[src/rtl/boot_memory.sv]
// Boot loader memory: takes a length/data/checksum byte stream, then
// holds the CPU in reset until a good image is in place.
module boot_memory #(
  parameter int ADDR_W = 8
) (
  input  logic              clk,
  input  logic              reset,
  input  logic [7:0]        load_data,
  input  logic              load_valid,
  output logic              load_ready,
  input  logic              reload,
  input  logic [ADDR_W-1:0] Mem_ADDR,
  input  logic [7:0]        Mem_IN,
  input  logic              write,
  output logic [7:0]        Mem_OUT,
  output logic              cpu_reset,
  output logic              done,
  output logic              err
);

  localparam int DEPTH = 1 << ADDR_W;
  localparam int CW    = ADDR_W + 1;
  localparam logic [CW-1:0] FULL = CW'(DEPTH);

  typedef enum logic [2:0] {
    S_LEN,
    S_LOAD,
    S_CHK,
    S_RUN,
    S_ERR
  } state_t;

  state_t            state, state_n;
  logic [CW-1:0]     count, count_n;
  logic [ADDR_W-1:0] load_addr, addr_n;
  logic [7:0]        sum, sum_n;
  logic [7:0]        chk_sum;
  logic              xfer;

  logic [7:0]        mem [DEPTH];
  logic              mem_we;
  logic [ADDR_W-1:0] mem_wa;
  logic [7:0]        mem_wd;

  assign load_ready = (state == S_LEN) ||
                      (state == S_LOAD) ||
                      (state == S_CHK);
  assign xfer    = load_valid & load_ready;
  assign chk_sum = sum + load_data;
  assign done    = (state == S_RUN);
  assign err     = (state == S_ERR);
  assign Mem_OUT = mem[Mem_ADDR];

  // Next-state, loader datapath and the single memory write port mux.
  always_comb begin
    state_n = state;
    count_n = count;
    addr_n  = load_addr;
    sum_n   = sum;
    mem_we  = 1'b0;
    mem_wa  = load_addr;
    mem_wd  = load_data;
    unique case (state)
      S_LEN: begin
        if (xfer) begin
          // A length of zero stands for a full-depth image.
          count_n = (load_data == 8'd0) ? FULL : CW'(load_data);
          addr_n  = '0;
          sum_n   = '0;
          state_n = S_LOAD;
        end
      end
      S_LOAD: begin
        if (xfer) begin
          mem_we  = 1'b1;
          sum_n   = chk_sum;
          addr_n  = load_addr + ADDR_W'(1);
          count_n = count - CW'(1);
          if (count == CW'(1)) state_n = S_CHK;
        end
      end
      S_CHK: begin
        if (xfer) state_n = (chk_sum == 8'd0) ? S_RUN : S_ERR;
      end
      S_RUN: begin
        if (write) begin
          mem_we = 1'b1;
          mem_wa = Mem_ADDR;
          mem_wd = Mem_IN;
        end
        if (reload) state_n = S_LEN;
      end
      S_ERR: begin
        if (reload) state_n = S_LEN;
      end
      default: state_n = S_LEN;
    endcase
  end

  // Control state; cpu_reset is registered from the next state.
  always_ff @(posedge clk or posedge reset) begin
    if (reset) begin
      state     <= S_LEN;
      count     <= '0;
      load_addr <= '0;
      sum       <= '0;
      cpu_reset <= 1'b1;
    end else begin
      state     <= state_n;
      count     <= count_n;
      load_addr <= addr_n;
      sum       <= sum_n;
      cpu_reset <= (state_n != S_RUN);
    end
  end

  // Memory array keeps its contents across reset.
  always_ff @(posedge clk) begin
    if (mem_we) mem[mem_wa] <= mem_wd;
  end

endmodule

[config.mk]
export PLATFORM = sky130hd
export DESIGN_NAME = boot_memory
export DESIGN_NICKNAME = d
export VERILOG_FILES = /design/src/rtl/boot_memory.sv
export SDC_FILE = /design/constraint.sdc
export NUM_CORES = 2
export LEC_CHECK = 0
export CORE_MARGIN = 2
export CORE_UTILIZATION = 40
export CTS_BUF_LIST = sky130_fd_sc_hd__clkbuf_2 sky130_fd_sc_hd__clkbuf_4 sky130_fd_sc_hd__clkbuf_8
export DETAILED_ROUTE_END_ITERATION = 8
export GPL_ROUTABILITY_DRIVEN = 0
export MAX_ROUTING_LAYER = met4
export SKIP_LAST_GASP = 1
export SYNTH_ARGS = -nofsm -noshare
export SYNTH_HDL_FRONTEND = slang
export SYNTH_SLANG_ARGS = --single-unit
[constraint.sdc]
create_clock -name clk -period 17.5 [get_ports clk]
set_input_delay 4.375 -clock clk [delete_from_list [all_inputs] [get_ports clk]]
set_output_delay 4.375 -clock clk [all_outputs]
set_load 0.02 [all_outputs]
==> summary.md <==
| Metric | Value |
|---|---|
| Number of flops mapped to enable cells by yosys | `2048` |
| Outcome | `completed` |
| Post-synthesis compound-gate area fraction | `3.99%` |
| Synth unique cells | `81` |
| CTS root buf | `clkbuf_8` |
| Leak | `28.6 nW` |
| CTS tree | `built` |
| Setup WS post-layout | `3.86 ns` |
| Starting Density | `40.2%` |
| Peak Freq | `73.3 MHz` |
| Cts hold-fix bufs | `0` |
| Synth Area in Simple Gates | `3.00%` |
| Finished Layout Cells | `7125` |
| Initial antenna violation count | `4` |
| Top_reg_cell synth | `edfxtp_1` |
| Clock sinks | `2077` |
| Mux share of post-synthesis cell area | `14.8%` |
| Nets | `4233` |
| Commonest non-fill, non-tap cell in the layout | `edfxtp_1` |
| CP Class | `in2out` |
| Final max-slew violation count | `0` |
| Yosys warnings | `0` |
| # Max-Cap Violations | `0` |
| Worst-Skew Late Latency | `1.05 ns` |
| Worst EP required | `13.12 ns` |
| Crit. End Element | `output port` |
| Worst-case clock buffer depth | `4` |
| Via count | `41.2k` |
| Drt pass-1 iters | `5` |
| Num CTS Buffers | `346` |
| HP Class | `reg2reg` |
| Post-Synth XOR/XNOR Area | `0.0320%` |
| Ys async rst share | `1.40%` |
| # placed instances | `6533` |
| Crit share post-route | `78.0%` |
| DP HPWL | `121000 um` |
| First-pass GRT wire length | `301000 um` |
| Row cnt | `166` |
| Pre-CTS setup slack | `3.76 ns` |
| Chip height | `457 um` |
| Fin Hold WS | `0.490 ns` |
| Worst IR Drop VDD | `0.0901 mV` |
| RSZ-0062 raised after global routing | `no` |
| Critical Path Start Type | `input pin` |
| Post-cts sizing count | `0` |
| Minimum clock period | `13.64 ns` |
| Avg Inst Size Synth | `20.6 um^2` |
| Flop and latch count out of synthesis | `2077` |
| Synthesized instance count | `3975` |
| DR DRC count | `0` |
| Via/cell ratio | `5.79` |
| Sequential area share after synthesis | `75.9%` |
| Final hold violations | `0` |
| Commonest non-fill, non-tap cells in the layout | `edfxtp_1, clkbuf_8, mux4_2, nor2_1, mux2i_1` |
| P per Cell Area | `114 nW/um^2` |
| DR iter-0 viols | `5293` |
| H-Tree Depth | `5` |
| WL final | `210000 um` |
| Antenna viol nets, final | `0` |
| Slew headroom | `11.3%` |
| Final setup TNS | `0 ns` |
| Syn Nets | `4015` |
| Die area | `209000 um^2` |
| Total Routing Usage GR | `20.5%` |
| Wire length per cell | `29.4 um` |
| Vias in the first global route | `41.1k` |
| Grt ovf | `0` |
| Setup Skew | `0.0667 ns` |
| Crit path max fanout | `82` |
| Largest family of logic cells by synthesized area | `multiplexers` |
| I/O pins | `41` |
| Core area | `204000 um^2` |
| Port bufs | `40` |
| CP arrival | `9.27 ns` |
| Die Wd | `457 um` |
| Post-synth top area share | `75.0%` |
| Adder and majority gate portion of the synthesized area | `0.177%` |
| # Post-CTS Setup Buffers | `0` |
| Synth area leaders | `edfxtp_1, mux4_2, mux4_1, mux2i_1, nor2_1` |
| Clock slew at reported path FFs | `0.06 ns` |
| Share of layout cells above drive strength 1 | `22.7%` |
| Least-Margin Pin Slew | `1.33 ns` |
| Cell Area, Synth | `82000 um^2` |
| Largest net degree at the start of global routing | `209` |
| Synth-to-Final Area Change | `11.3%` |
| Final setup fails | `0` |
| Top cell type by total area after synthesis | `edfxtp_1` |
[flip-flops by register name, summed over array words and instances, names as in the netlist]
register,count
mem,2048
count,9
load_addr,8
sum,8
state,3
cpu_reset,1
[critical path: stages]
cell and delay [ns]:
buf_8 0.60, buf_12 0.45, mux4_1 0.66, a22o_1 0.27, a221oi_1 0.34, o22ai_1 0.29, nor3b_1 0.94, nor4_1 0.26
buf_4 0.22, clkdlybuf4s50_1 0.53
[layer usage]
metal,GRT usage [%],wire length (um)
met1,28.2,87100
met2,31.0,99900
met3,4.20,17400
met4,5.93,5230
met5,-,0
[final cells by class]
class | count | area [um^2]
flip-flops and latches | 2077 | 62200
clock buffers | 462 | 5700
clock inverters | 128 | 668
multi-input cells | 1644 | 18200
repair buffers | 111 | 1110
well taps | 2688 | 3360
inverters | 13 | 48.8
diodes | 2 | 5.00
fillers | 17229 | 113000
[synth_stat cells (30+ instances only)]
library cell,count
clkbuf_1,94
a22oi_1,102
nor2_1,291
mux4_1,93
nand2_1,88
o22ai_1,59
o21ai_0,35
mux4_2,350
o221ai_1,41
buf_2,54
a221oi_1,30
mux2i_1,157
edfxtp_1,2048
a21oi_1,106
[metrics by stage]
| stage | cell area, um^2 | utilization (%) | power (mW) |
|---|---|---|---|
| 2_1_floorplan | 82000 | - | 6.18 |
| 3_3_place_gp | 84900 | 41.6 | 6.47 |
| 6_report | 91300 | 44.7 | 10.4 |
| 4_1_cts | 91300 | 44.7 | 10.5 |
| 3_5_place_dp | 84900 | 41.6 | 6.49 |
| 5_1_grt | 91300 | 44.7 | 10.8 |
[power by group]
group          internal (mW)  switching (mW)
clock                   2.17            1.87
combinational          0.252           0.560
sequential              5.53          0.0437
[path summary, 6_finish.rpt]
check / from / cells after the start / slack [ns] / to
setup / recovery: Mem_ADDR[0] / 10 / 3.86 / Mem_OUT[7]
min in group asynchronous: reset / 3 / 3.75 / state[2]
max in group asynchronous: reset / 3 / 13.44 / sum[0]
hold reg to reg: sum[2] / 2 / 0.49 / sum[2]
hold / removal: sum[2] / 2 / 0.49 / sum[2]
setup reg to reg: state[0] / 6 / 12.82 / mem[235][3]
[cells by family after synthesis]
family / count (synthesis)
flops: 2077
mux: 620
simple gates: 542
compound gates: 468
buf+inv: 254
fa+ha+maj: 11
xor+xnor: 3
No activity file was read; power rests on OpenSTA's default activity.
